`config.mk`:
```
export PLATFORM = sky130hd
export DESIGN_NAME = kf8237_address_count_registers
export DESIGN_NICKNAME = d
export VERILOG_FILES = /design/src/rtl/kf8237_address_count_registers.sv
export SDC_FILE = /design/constraint.sdc
export NUM_CORES = 1
export LEC_CHECK = 0
export CAP_MARGIN = 20
export CORE_ASPECT_RATIO = 1.75
export CORE_MARGIN = 10
export CORE_UTILIZATION = 40
export DETAILED_ROUTE_END_ITERATION = 10
export DONT_BUFFER_PORTS = 1
export PLACE_DENSITY_LB_ADDON = 0.05
export SLEW_MARGIN = 15
export SYNTH_ARGS = -nofsm -noshare
export SYNTH_HDL_FRONTEND = slang
export SYNTH_SLANG_ARGS = --single-unit
```
`constraint.sdc`:
```
create_clock -name clock -period 8.1 [get_ports clock]
set_clock_uncertainty 0.2 [all_clocks]
set_input_delay 1.62 -clock clock [delete_from_list [all_inputs] [get_ports clock]]
set_output_delay 1.62 -clock clock [all_outputs]
set_load 0.02 [all_outputs]
```
`src/rtl/kf8237_address_count_registers.sv`:
```
// KF8237 per-channel base/current address and word count registers with the byte-pointer flip-flop.
// Optional feature: define KF8237_AUTOINITIALIZE_EN to reload current registers from base on terminal count.
module kf8237_address_count_registers (
  input  logic        clock,
  input  logic        reset,
  input  logic [7:0]  internal_data_bus,
  input  logic [3:0]  write_base_and_current_address,
  input  logic [3:0]  write_base_and_current_word_count,
  input  logic        clear_byte_pointer,
  input  logic        set_byte_pointer,
  input  logic        master_clear,
  input  logic [3:0]  read_current_address,
  input  logic [3:0]  read_current_word_count,
  input  logic [1:0]  transfer_channel,
  input  logic        update_address_and_count,
  input  logic [3:0]  decrement_address,
  input  logic [3:0]  autoinitialize,
  output logic [7:0]  read_data,
  output logic [15:0] transfer_address,
  output logic [15:0] transfer_word_count,
  output logic        terminal_count,
  output logic [3:0]  terminal_count_event
);

  logic [15:0] base_address_q    [4];
  logic [15:0] base_address_d    [4];
  logic [15:0] current_address_q [4];
  logic [15:0] current_address_d [4];
  logic [15:0] base_count_q      [4];
  logic [15:0] base_count_d      [4];
  logic [15:0] current_count_q   [4];
  logic [15:0] current_count_d   [4];

  logic        byte_pointer_q;
  logic        byte_pointer_d;
  logic        prev_read_q;
  logic        prev_read_d;
  logic [3:0]  terminal_count_event_q;
  logic [3:0]  terminal_count_event_d;

  logic        any_write;
  logic        any_read;
  logic        read_release;
  logic [15:0] read_word;

`ifndef KF8237_AUTOINITIALIZE_EN
  logic unused_autoinitialize;
  assign unused_autoinitialize = ^autoinitialize;
`endif

  function automatic logic [15:0] step_address(input logic [15:0] addr, input logic dec);
    step_address = dec ? (addr - 16'd1) : (addr + 16'd1);
  endfunction

  assign any_write    = (|write_base_and_current_address) | (|write_base_and_current_word_count);
  assign any_read     = (|read_current_address) | (|read_current_word_count);
  assign read_release = prev_read_q & ~any_read;
  assign prev_read_d  = any_read;

  // Pointer: clears dominate set, set dominates the write/read toggle.
  always_comb begin
    byte_pointer_d = byte_pointer_q;
    if (master_clear || clear_byte_pointer) begin
      byte_pointer_d = 1'b0;
    end else if (set_byte_pointer) begin
      byte_pointer_d = 1'b1;
    end else if (any_write || read_release) begin
      byte_pointer_d = ~byte_pointer_q;
    end
  end

  // Transfer update first, then CPU byte writes override only the addressed byte.
  always_comb begin
    terminal_count_event_d = 4'b0000;
    for (int ch = 0; ch < 4; ch++) begin
      base_address_d[ch]    = base_address_q[ch];
      current_address_d[ch] = current_address_q[ch];
      base_count_d[ch]      = base_count_q[ch];
      current_count_d[ch]   = current_count_q[ch];

      if (update_address_and_count && (transfer_channel == 2'(ch))) begin
        terminal_count_event_d[ch] = (current_count_q[ch] == 16'h0000);
`ifdef KF8237_AUTOINITIALIZE_EN
        if ((current_count_q[ch] == 16'h0000) && autoinitialize[ch]) begin
          current_address_d[ch] = base_address_q[ch];
          current_count_d[ch]   = base_count_q[ch];
        end else begin
          current_address_d[ch] = step_address(current_address_q[ch], decrement_address[ch]);
          current_count_d[ch]   = current_count_q[ch] - 16'd1;
        end
`else
        current_address_d[ch] = step_address(current_address_q[ch], decrement_address[ch]);
        current_count_d[ch]   = current_count_q[ch] - 16'd1;
`endif
      end

      if (write_base_and_current_address[ch]) begin
        if (byte_pointer_q) begin
          base_address_d[ch][15:8]    = internal_data_bus;
          current_address_d[ch][15:8] = internal_data_bus;
        end else begin
          base_address_d[ch][7:0]     = internal_data_bus;
          current_address_d[ch][7:0]  = internal_data_bus;
        end
      end

      if (write_base_and_current_word_count[ch]) begin
        if (byte_pointer_q) begin
          base_count_d[ch][15:8]    = internal_data_bus;
          current_count_d[ch][15:8] = internal_data_bus;
        end else begin
          base_count_d[ch][7:0]     = internal_data_bus;
          current_count_d[ch][7:0]  = internal_data_bus;
        end
      end
    end
  end

  always_ff @(posedge clock or posedge reset) begin
    if (reset) begin
      for (int ch = 0; ch < 4; ch++) begin
        base_address_q[ch]    <= 16'h0000;
        current_address_q[ch] <= 16'h0000;
        base_count_q[ch]      <= 16'h0000;
        current_count_q[ch]   <= 16'h0000;
      end
      byte_pointer_q         <= 1'b0;
      prev_read_q            <= 1'b0;
      terminal_count_event_q <= 4'b0000;
    end else begin
      for (int ch = 0; ch < 4; ch++) begin
        base_address_q[ch]    <= base_address_d[ch];
        current_address_q[ch] <= current_address_d[ch];
        base_count_q[ch]      <= base_count_d[ch];
        current_count_q[ch]   <= current_count_d[ch];
      end
      byte_pointer_q         <= byte_pointer_d;
      prev_read_q            <= prev_read_d;
      terminal_count_event_q <= terminal_count_event_d;
    end
  end

  // Lowest-index address strobe wins, then lowest-index count strobe.
  always_comb begin
    read_word = 16'h0000;
    for (int ch = 3; ch >= 0; ch--) begin
      if (read_current_word_count[ch]) begin
        read_word = current_count_q[ch];
      end
    end
    for (int ch = 3; ch >= 0; ch--) begin
      if (read_current_address[ch]) begin
        read_word = current_address_q[ch];
      end
    end
  end

  assign read_data            = !any_read ? 8'h00 : (byte_pointer_q ? read_word[15:8] : read_word[7:0]);
  assign transfer_address     = current_address_q[transfer_channel];
  assign transfer_word_count  = current_count_q[transfer_channel];
  assign terminal_count       = (current_count_q[transfer_channel] == 16'h0000);
  assign terminal_count_event = terminal_count_event_q;

endmodule

```
### After elaboration in Yosys (flattened, before gate mapping)

Index checks and enable logic that the tools add are counted.
W data, S select, Z words.

* input bits: 40
* output and inout port bits: 45
* logic and storage cells: 109
* flip-flop bits (word level): 134

* equal/unequal tests: 3
* $add $sub $neg: 12
* muxes and demuxes: 59
* reductions and logical operators: 17
* order comparisons: 1
* bitwise operators: 6

Operators with widths (count)
* $mux W16: 32
* $mux W8: 18
* $sub A16 B1 Y16 const B: 8
* $logic_not A16 Y1: 5
* $add A16 B1 Y16 const B: 4
* $bmux W16 S2: 2
* $reduce_or A4 Y1: 4
* $mux W1: 7
* $eq A2 B2 Y1 const B: 2
* $logic_and A1 B1 Y1: 4
* $ge A3 B3 Y1 const B: 1
* $not A2 Y3: 1
* $reduce_bool A3 Y1: 1
* $eq A2 B1 Y1 const B: 1
* $logic_not A2 Y1: 1
* $logic_or A1 B1 Y1: 2
* $not A1 Y1: 2
* $or A1 B1 Y1: 2
* $and A1 B1 Y1: 1

### Depth between registers and ports, before layout

Gate-level depths: netlist (run 1).

* depth in word-level cells: 10
* gate-level depth with buffers: 9
* mapped depth without buffers: 8

### Worst setup path after synthesis (run 1)

No wires, ideal clock.

* path kind: input -> output
* start point: input port transfer_channel[0]
* end point: output port terminal_count
* path slack: 3.024 ns
* path buffers: 2
* data required time: 6.280 ns
* arrival: 3.256 ns
* stages on the path: 5
* path through: buf_4 -> buf_2 -> mux4_2 -> nor4_1 -> and4_1

* word-level cells in the longest chain between the ends: 5

Ends and longest elaborated chain
* start: declaration: RTL line 14 `input logic [1:0] transfer_channel,`
* $not A2 Y3
* $bmux W16 S2
* $mux W16 (2 in series)
* named net transfer_word_count[6]: RTL line 20 `output logic [15:0] transfer_word_count,`
* $logic_not A16 Y1: RTL line 161 `assign terminal_count = (current_count_q[transfer_channel] == 16'h0000);`
* end: declaration: RTL line 21 `output logic terminal_count,`

The timed path passes the listed nets, and every way through them passes these cells. The select of a mux whose other input is x is not followed.

### Worst setup path in the final report (run 1)

* start point: input port read_current_word_count[2]
* end point: output port read_data[4]

* word-level cells in the longest chain between the ends: 9
* elaborated cells between the ends (all ways): 11
* those cells by class: mux (9); bitwise (1); reduce/logical (1)

Ends and longest elaborated chain
* start: declaration: RTL line 13 `input logic [3:0] read_current_word_count,`
* $mux W16 (3 in series): RTL line 147 `if (read_current_word_count[ch]) begin`
* $mux W16 (4 in series): RTL line 152 `if (read_current_address[ch]) begin`
* $mux W8: RTL line 158 `assign read_data = !any_read ? 8'h00 : (byte_pointer_q ? read_word[15:8] : read_word[7:0]);`
* $mux W8 *: RTL line 158
* end: declaration: RTL line 18 `output logic [7:0] read_data,`

Every way passes the cells marked *; elsewhere a longest branch is shown, timed or not.

==> flow_summary.toml, run 1 <==
[route]
antenna_left = 0
wl_per_cell_um = 24.82
via_per_inst = 5.951
dr.pass1.iters = 5
drc = 0
drtIter0Drc = 676
dr_total_vias = 10330
drt_wl_total_mm = 43.06

[synthesis]
synth.distinct_cells = 72
yosys.area.top_type = "dfrtp_1"
synthesis.nets = 1511
synthTopCellsByCount = "nand2_1 (205), a21oi_1 (155), dfrtp_1 (134)"
yosys_warnings = 0
yosysMostFrequentCell = "nand2_1"
synth_area_leaders = "dfrtp_1 (29%), ha_1 (6.9%), a21oi_1 (6.7%), nand2_1 (6.7%), mux4_2 (6.2%)"
synthArstFlopShare_pct = 100.0
synth_top_area_share_pct = 29.06
ys.flop_type = "dfrtp_1"
postSynthCellCount = 1403
ys_ff_latch = 134
yosysSeqAreaShare_pct = 29.06
synth_edf_count = 0
avgSynthCellArea_um2 = 8.225
synth_area_um2 = 11540

[layout]
area_growth_pct = 6.711
multi_input_area_um2 = 7700
final_layout_size_suffix_gt1_share_pct = 7.222
post-route-util_pct = 43.17
fill_cells = 2947
seqCellArea_um2 = 3353
nets = 1452
antennaDiodeCount = 0

[worst_setup_path]
cpPeakStageDelay_ps = 730
cp-end-kind = "primary output"
path_cells = "nor2b_1 > a221oi_1 > o311ai_0 > o21ai_0 > o21ai_0 > a2111oi_0 > nor3_1"
crit_top_cell = "o21ai_0"
path_max_fanout = 33
cp_data_required_time_ps = 6280
worst_path_max_delay_cell = "nor3_1"
crit_type = "primary input to primary output"
arrival_ps = 3310
cp-start-kind = "primary input"

[sta]
fin_crit_sh_pct = 63.30
drv_slew = 0
max_freq_mhz = 195.0
fin_setup_tns_ps = 0
rsz0062_at_grt = "no"
finalHoldViolations = 0
layout_min_cycle_time_ps = 5128
worst_pin_slew_ps = 1059
slew_headroom_pct = 29.28
setup_violations = 0

[clock_network]
cts_buffer_depth = 2
cts_root_buf = "clkbuf_16"
cts_buffers = 17
post_cts_resized = 0
hold_buffers = 0
clkTransAtPathRegs_ps = 60
cts_sinks = 134
cts-htree-levels = 4
post_cts.repair.setup_buffers = 0
cts_tree = "done"
worstSkewPairLatency_ps = 450

[global_route]
grt_pass1_wl_mm = 64.18
antenna_found_initial = 0
grt_usage_pct = 23.49
grt_max_degree = 72
grt_pass1_vias = 9897
grt_overflow = 0

[power]
p_per_area_nw_per_um2 = 241.7
total_leakage_power_nw = 5.002
peakVddDrop_mv = 0.1489

[placed_design]
hpwlAfterDp_mm = 31.48
port_buffers = 0
place_congestion = 0.8828

[floorplanning]
ios = 85
initial_utilization_pct = 40.46
core_area_um2 = 28520
die_h_um = 244.7
num_rows = 82
dieArea_um2 = 36310
die_w_um = 148.4

[flow_run]
drv_cap = 0

[min_path]
hold_path_class = "flop to flop"

[status]
outcome = "complete, no violations"
[path summary, 6_finish.rpt]
check                                         to  slack, ps  depth (start not counted)                       start
max                                 read_data[4]       2970                          7  read_current_word_count[2]
min                        current_address_q[38]        420                          2       current_address_q[38]
max reg2reg                current_address_q[12]       4940                          8        current_address_q[0]
min reg2reg                current_address_q[38]        420                          2       current_address_q[38]
max in group asynchronous    current_count_q[28]       5360                          2                       reset
min in group asynchronous    current_count_q[59]        940                          1                       reset
[sequential cells by signal, indices dropped and copies added, names as in the netlist]
| name | flops |
|---|---|
| current_address_q | 64 |
| prev_read_q | 1 |
| current_count_q | 64 |
| terminal_count_event | 4 |
| byte_pointer_q | 1 |
[power by group]
group / switching, mW / internal (mW)
registers: 0.269 / 0.801
logic: 0.643 / 0.497
clock network: 0.323 / 0.444
[placed cells by master, fill, tap and decap left out, drive strengths merged, types with 19 or more instances in the layout]
cell,count
nand2,206
a21oi,155
mux4,32
clkbuf,20
dfrtp,134
ha,64
nor4,21
nor3,27
o21ai,119
xor2,49
nor2,94
nor2b,25
inv,39
xnor2,58
a221oi,21
nand3b,20
nand3,28
a211oi,19
a21o,35
[worst max-delay path, delay by kind of cell]
kind / cells / cell delay (ps)
simple gates: 2 / 820
compound gates: 5 / 850
[cells by family after synthesis]
kind of cell	share of synthesized area, %
buf+inv	4.261
simple gates	20.73
fa+ha+maj	7.633
flops	29.06
mux	8.208
compound gates	21.99
xor+xnor	8.121
[cell type report]
cell class	instances	area share, %
tap	378	3.841
clock buffer	20	3.790
timing repair buffer	9	0.5487
multi-input combinational	1143	62.53
sequential	134	27.23
inverter	39	1.229
clock inverter	12	0.8332
[per-stage QoR]
stage / instance area, um2 / setup slack, ps / hold WS [ps] / power, mW / std cells
5_1_grt: 12310 / 2769 / 449.6 / 3.152 / 1735
3_5_place_dp: 11750 / 3029 / 410.4 / 2.210 / 1703
2_1_floorplan: 11540 / 2697 / 321.4 / 1.888 / 1403
3_3_place_gp: 11750 / 3017 / 404.6 / 2.206 / 1703
4_1_cts: 12310 / 3020 / 431.6 / 2.991 / 1735
6_report: 12310 / 2972 / 423.2 / 2.977 / 1735
[per-layer routing]
metal  vias to the layer above  routed length [um]  global-route usage, %
met5                         -                   0                      0
met3                        59                2242                  4.293
met2                       296               22700                  42.46
met4                         0                1435                  8.894
met1                      4998               16680                  26.64
li1                       4972                   -                      -
No activity file was read; power rests on OpenSTA's default activity.
==> inputs of run 2 (changes only) <==
- clock period: 8.1 -> 5 ns (I/O delays scaled with it)
==> flow_summary.toml, run 2 (synthesis results as in run 1) <==
[route]
drtIter0Drc = 903
antenna_left = 0
wl_per_cell_um = 25.22
dr_total_vias = 10440
drc = 0
dr.pass1.iters = 6
via_per_inst = 6.004
drt_wl_total_mm = 43.85

[floorplanning]
die_w_um = 148.4
core_area_um2 = 28520
initial_utilization_pct = 40.46
num_rows = 82
ios = 85
die_h_um = 244.7
dieArea_um2 = 36310

[power]
peakVddDrop_mv = 0.2599
p_per_area_nw_per_um2 = 399.1
total_leakage_power_nw = 5.039
power_mw = 4.941

[layout]
post-route-util_pct = 43.41
final_layout_size_suffix_gt1_share_pct = 7.206
area_growth_pct = 7.297
nets = 1455
fill_cells = 2968
final_cells = 1739
final_cell_area_um2 = 12380
mostFrequentLayoutCells = "nand2_1 (205), a21oi_1 (155), dfrtp_1 (134), o21ai_0 (108), nor2_1 (94)"
layout_commonest_cell = "nand2_1"

[worst_setup_path]
path_max_fanout = 33
reg2regPathDepth = 8
r2r-end = "current_address_q[12]"
arrival_ps = 2520
path_cells = "nand3b_1 > a21oi_1 > a21oi_1 > o21ai_0 > a221oi_1 > nor4b_1 > a311o_1"
crit_type = "primary input to primary output"
cpLargestDelayFamily = "compound AO/OA/AOI/OAI gates"
reg2reg_setup_slack_ps = 1920
crit_top_cell = "a21oi_1"
cp-start-kind = "primary input"
cp-end-kind = "primary output"
startpoint = "read_current_word_count[2]"
cp_data_required_time_ps = 3800
cp_num_buf_inv = 0
worst_path_max_delay_cell = "a311o_1"
r2r-start = "current_address_q[0]"
crit_cells = 7
cpPeakStageDelay_ps = 360
critPathCapture = "read_data[1]"

[global_route]
grt_max_degree = 84
grt_overflow = 0
grt_usage_pct = 24.08
grt_pass1_wl_mm = 65.56
antenna_found_initial = 0
grt_pass1_vias = 10200

[placed_design]
port_buffers = 0
dp_cells = 1706
place_congestion = 0.9510
place_ws_ps = 1334
hpwlAfterDp_mm = 32.48
dpl-instance-area_um2 = 11770

[sta]
fin_setup_tns_ps = 0
fin_crit_sh_pct = 74.33
slew_headroom_pct = 32.87
setup_violations = 0
layout_min_cycle_time_ps = 3716
rsz0062_at_grt = "no"
max_freq_mhz = 269.1
worst_pin_slew_ps = 1005
setup_slack_ps = 1284
finalHoldViolations = 0
drv_slew = 0
whs_ps = 356.1

[clock_network]
cts_sinks = 134
post_cts_resized = 0
post_cts.repair.setup_buffers = 0
cts_buffer_depth = 2
cts_tree = "done"
clkTransAtPathRegs_ps = 60
worstSkewPairLatency_ps = 440
cts-htree-levels = 4
cts_root_buf = "clkbuf_16"
cts_buffers = 17
hold_buffers = 0

[min_path]
hold_path_class = "primary input to asynchronous set/reset pin"

[status]
outcome = "complete, no violations"

[flow_run]
drv_cap = 0
[run 2: cell types whose count changed in the layout (fill, tap and decap cells not counted)]
cell / delta
diode_2: +1
clkinv_2: -2
clkbuf_1: +3
clkinv_4: -1
bufinv_16: +2
clkbuf_8: +1
buf_4: +3
clkinvlp_4: -2
inv_6: -1
[run 2: layer usage]
layer / vias up / global-route usage, % / part of all wire, %
met5: - / 0 / 0
met3: 97 / 4.274 / 5.1
met2: 351 / 42.37 / 52
met4: 0 / 13.25 / 5.4
met1: 5045 / 26.77 / 38
li1: 4948 / - / -
[run 2: worst min-delay path by stage]
stage,from,to,slack [ps],depth (start not counted)
after floorplan,current_address_q[28],current_address_q[28],320,2
after global placement,current_address_q[46],current_address_q[46],420,2
after detailed placement,current_address_q[46],current_address_q[46],420,2
after CTS,reset,current_count_q[61],390,1
after global routing,reset,current_count_q[59],410,1
final,reset,current_count_q[61],360,1
[run 2: layout make-up]
| class | instances | area [um2] | share of cell area, % |
|---|---|---|---|
| Timing Repair Buffer | 12 | 90.09 | 0.7276 |
| Sequential cell | 134 | 3353 | 27.08 |
| Clock inverter | 8 | 120.1 | 0.9701 |
| Clock buffer | 24 | 491.7 | 3.971 |
| Multi-Input combinational cell | 1143 | 7700 | 62.19 |
| Tap cell | 378 | 473.0 | 3.820 |
| Inverter | 39 | 151.4 | 1.223 |
| Antenna cell | 1 | 2.502 | 0.02021 |
[run 2: report_power, final]
part	switching (mW)	internal [mW]
Combinational	1.05	0.809
Sequential	0.445	1.30
Clock	0.508	0.835
==> inputs of run 3 (changes only) <==
- ABC_AREA: not set -> 1
- clock period: 5 -> 3.4 ns (I/O delays scaled with it)
==> flow_summary.toml, run 3 <==
[placed_design]
place_congestion = 0.9930
port_buffers = 0
hpwlAfterDp_mm = 40.90

[worst_setup_path]
path_max_fanout = 3
cp_data_required_time_ps = 2520
cp-start-kind = "flop"
cpPeakStageDelay_ps = 390
path_cells = "inv_1 > o21ai_0 > o21ai_0 > o21ai_0 > nand2_1 > nand2_1 > nand2_1 > a21oi_1 > buf_4"
crit_type = "flop to primary output"
arrival_ps = 2220
cp-end-kind = "primary output"
worst_path_max_delay_cell = "dfrtp_1"
cpLargestDelayFamily = "compound AO/OA/AOI/OAI gates"
reg2reg_setup_slack_ps = 740
cp_num_buf_inv = 2
r2r-start = "byte_pointer_q"
r2r-end = "current_address_q[17]"
reg2regPathDepth = 7

[floorplanning]
die_w_um = 152.8
ios = 85
num_rows = 85
initial_utilization_pct = 40.28
core_area_um2 = 30630
dieArea_um2 = 38540
die_h_um = 252.3

[synthesis]
synthesis.nets = 2056
avgSynthCellArea_um2 = 6.333
synthTopCellsByCount = "nand2_1 (426), inv_1 (252), nor2_1 (221)"
ys.flop_type = "dfrtp_1"
synth_top_area_share_pct = 27.18
synth-xor-area-share_pct = 2.343
synth_edf_count = 0
synthArstFlopShare_pct = 100.0
synth-compound-area-share_pct = 21.81
ys_ff_latch = 134
synth.distinct_cells = 45
yosys_warnings = 0
synth_simple_gate_area_share_pct = 31.24
yosysMostFrequentCell = "nand2_1"
yosys.area.top_type = "dfrtp_1"
synth_area_um2 = 12340
muxShareOfSynthArea_pct = 0
postSynthCellCount = 1948
synth_top_family_by_area = "simple AND/OR/NAND/NOR gates"
yosysSeqAreaShare_pct = 27.18
synthAdderAreaFrac_pct = 7.140
synth_area_leaders = "dfrtp_1 (27%), nand2_1 (13%), a21oi_1 (8.2%), inv_1 (7.7%), nor2_1 (6.7%)"

[global_route]
grt_pass1_wl_mm = 79.75
antenna_found_initial = 0
grt_overflow = 0
grt_usage_pct = 26.89
grt_max_degree = 42
grt_pass1_vias = 12920

[layout]
layout_commonest_cell = "nand2_1"
seqCellArea_um2 = 3353
multi_input_area_um2 = 7714
final_layout_size_suffix_gt1_share_pct = 5.074
nets = 2046
mostFrequentLayoutCells = "nand2_1 (426), inv_1 (251), nor2_1 (221), a21oi_1 (203), nand3_1 (154)"
fill_cells = 3295
area_growth_pct = 9.797
antennaDiodeCount = 0

[clock_network]
post_cts_resized = 0
cts_buffer_depth = 2
hold_buffers = 0
clkTransAtPathRegs_ps = 60
cts_root_buf = "clkbuf_16"
cts-htree-levels = 4
cts_sinks = 134
worstSkewPairLatency_ps = 460
cts_tree = "done"
post_cts.repair.setup_buffers = 0
cts_buffers = 17

[route]
via_per_inst = 5.731
drtIter0Drc = 1133
drc = 0
drt_wl_total_mm = 52.89
antenna_left = 0
wl_per_cell_um = 22.58
dr_total_vias = 13420
dr.pass1.iters = 6

[sta]
setup_violations = 0
finalHoldViolations = 1
fin_setup_tns_ps = 0
slew_headroom_pct = 26.15
drv_slew = 0
whs_ps = -0.03053
fin_crit_sh_pct = 91.23
worst_pin_slew_ps = 1098
layout_min_cycle_time_ps = 3102
max_freq_mhz = 322.4
rsz0062_at_grt = "no"

[min_path]
hold_path_class = "primary input to asynchronous set/reset pin"

[power]
total_leakage_power_nw = 6.520
p_per_area_nw_per_um2 = 544.0
peakVddDrop_mv = 0.3801

[flow_run]
drv_cap = 0

[status]
outcome = "finished with violations"
violations = "negative hold slack"
run 3: cell count changes in the layout (fill, tap and decap cells not counted), moves of 24 or more:
cell	delta
a22oi_1	+36
xnor2_1	-57
a21o_1	-35
nor2b_1	-25
a21oi_1	+48
mux4_2	-32
inv_1	+214
nand2_1	+221
buf_4	+24
o22ai_1	+28
nor2_1	+127
nand3_1	+126
run 3: stage by stage:
stage	utilization (%)	cells	setup slack (ps)	area [um2]	total power [mW]
2_1_floorplan	-	1948	369.1	12340	4.250
3_3_place_gp	42.02	2310	391.0	12870	5.125
3_5_place_dp	42.02	2310	398.1	12870	5.159
4_1_cts	44.22	2342	370.1	13550	7.370
5_1_grt	44.22	2342	176.0	13550	7.870
6_report	44.22	2342	298.0	13550	7.369
run 3: kinds of logic (layout without fill, tap and decap cells):
group,count (synthesis),after routing
and+or+nand+nor,901,901
AOI/OAI and AO/OA,479,479
buffers and inverters,333,336
DFF,134,134
adders and majority gates,68,68
xor gates and xnor gates,33,33
run 3: worst reg2reg max path: stages (launching register included):
cell and delay, ps:
dfrtp_1 360, clkinv_1 580, buf_4 410, nand2_1 250
clkinv_1 340, a21oi_1 240, o21ai_0 110, o21ai_0 90
run 3: layout make-up:
cell class,instances,area share [%]
multi-input cells,1481,56.95
flip-flops and latches,134,24.76
inverters,266,7.417
well taps,391,3.612
clock buffers,17,3.141
repair buffers,38,2.291
clock inverters,15,1.838
run 3: worst max path at each step:
stage | to | depth (start not counted) | start | slack (ps)
floorplan | terminal_count | 7 | transfer_channel[1] | 370
global placement | terminal_count | 8 | transfer_channel[1] | 390
detailed placement | terminal_count | 9 | transfer_channel[0] | 400
CTS | read_data[1] | 9 | current_count_q[9] | 370
global route | terminal_count | 9 | transfer_channel[0] | 180
finish | read_data[1] | 9 | current_count_q[9] | 300
run 3: report_power, final:
group          leakage (nW)  switching [mW]  internal (mW)
Clock                 0.324           0.825           1.38
Sequential             1.55           0.457           1.87
Combinational          4.64            1.86          0.975
Total                  6.52            3.14           4.22
run 3: per-layer routing:
layer / vias to the layer above / part of all wire [%] / GRT usage, % / routed length, um
met4: 0 / 6.8 / 18.29 / 3610
met5: - / 0 / 0 / 0
li1: 6502 / - / - / -
met2: 499 / 51 / 47.50 / 26840
met1: 6288 / 36 / 28.18 / 19130
met3: 134 / 6.2 / 5.314 / 3304
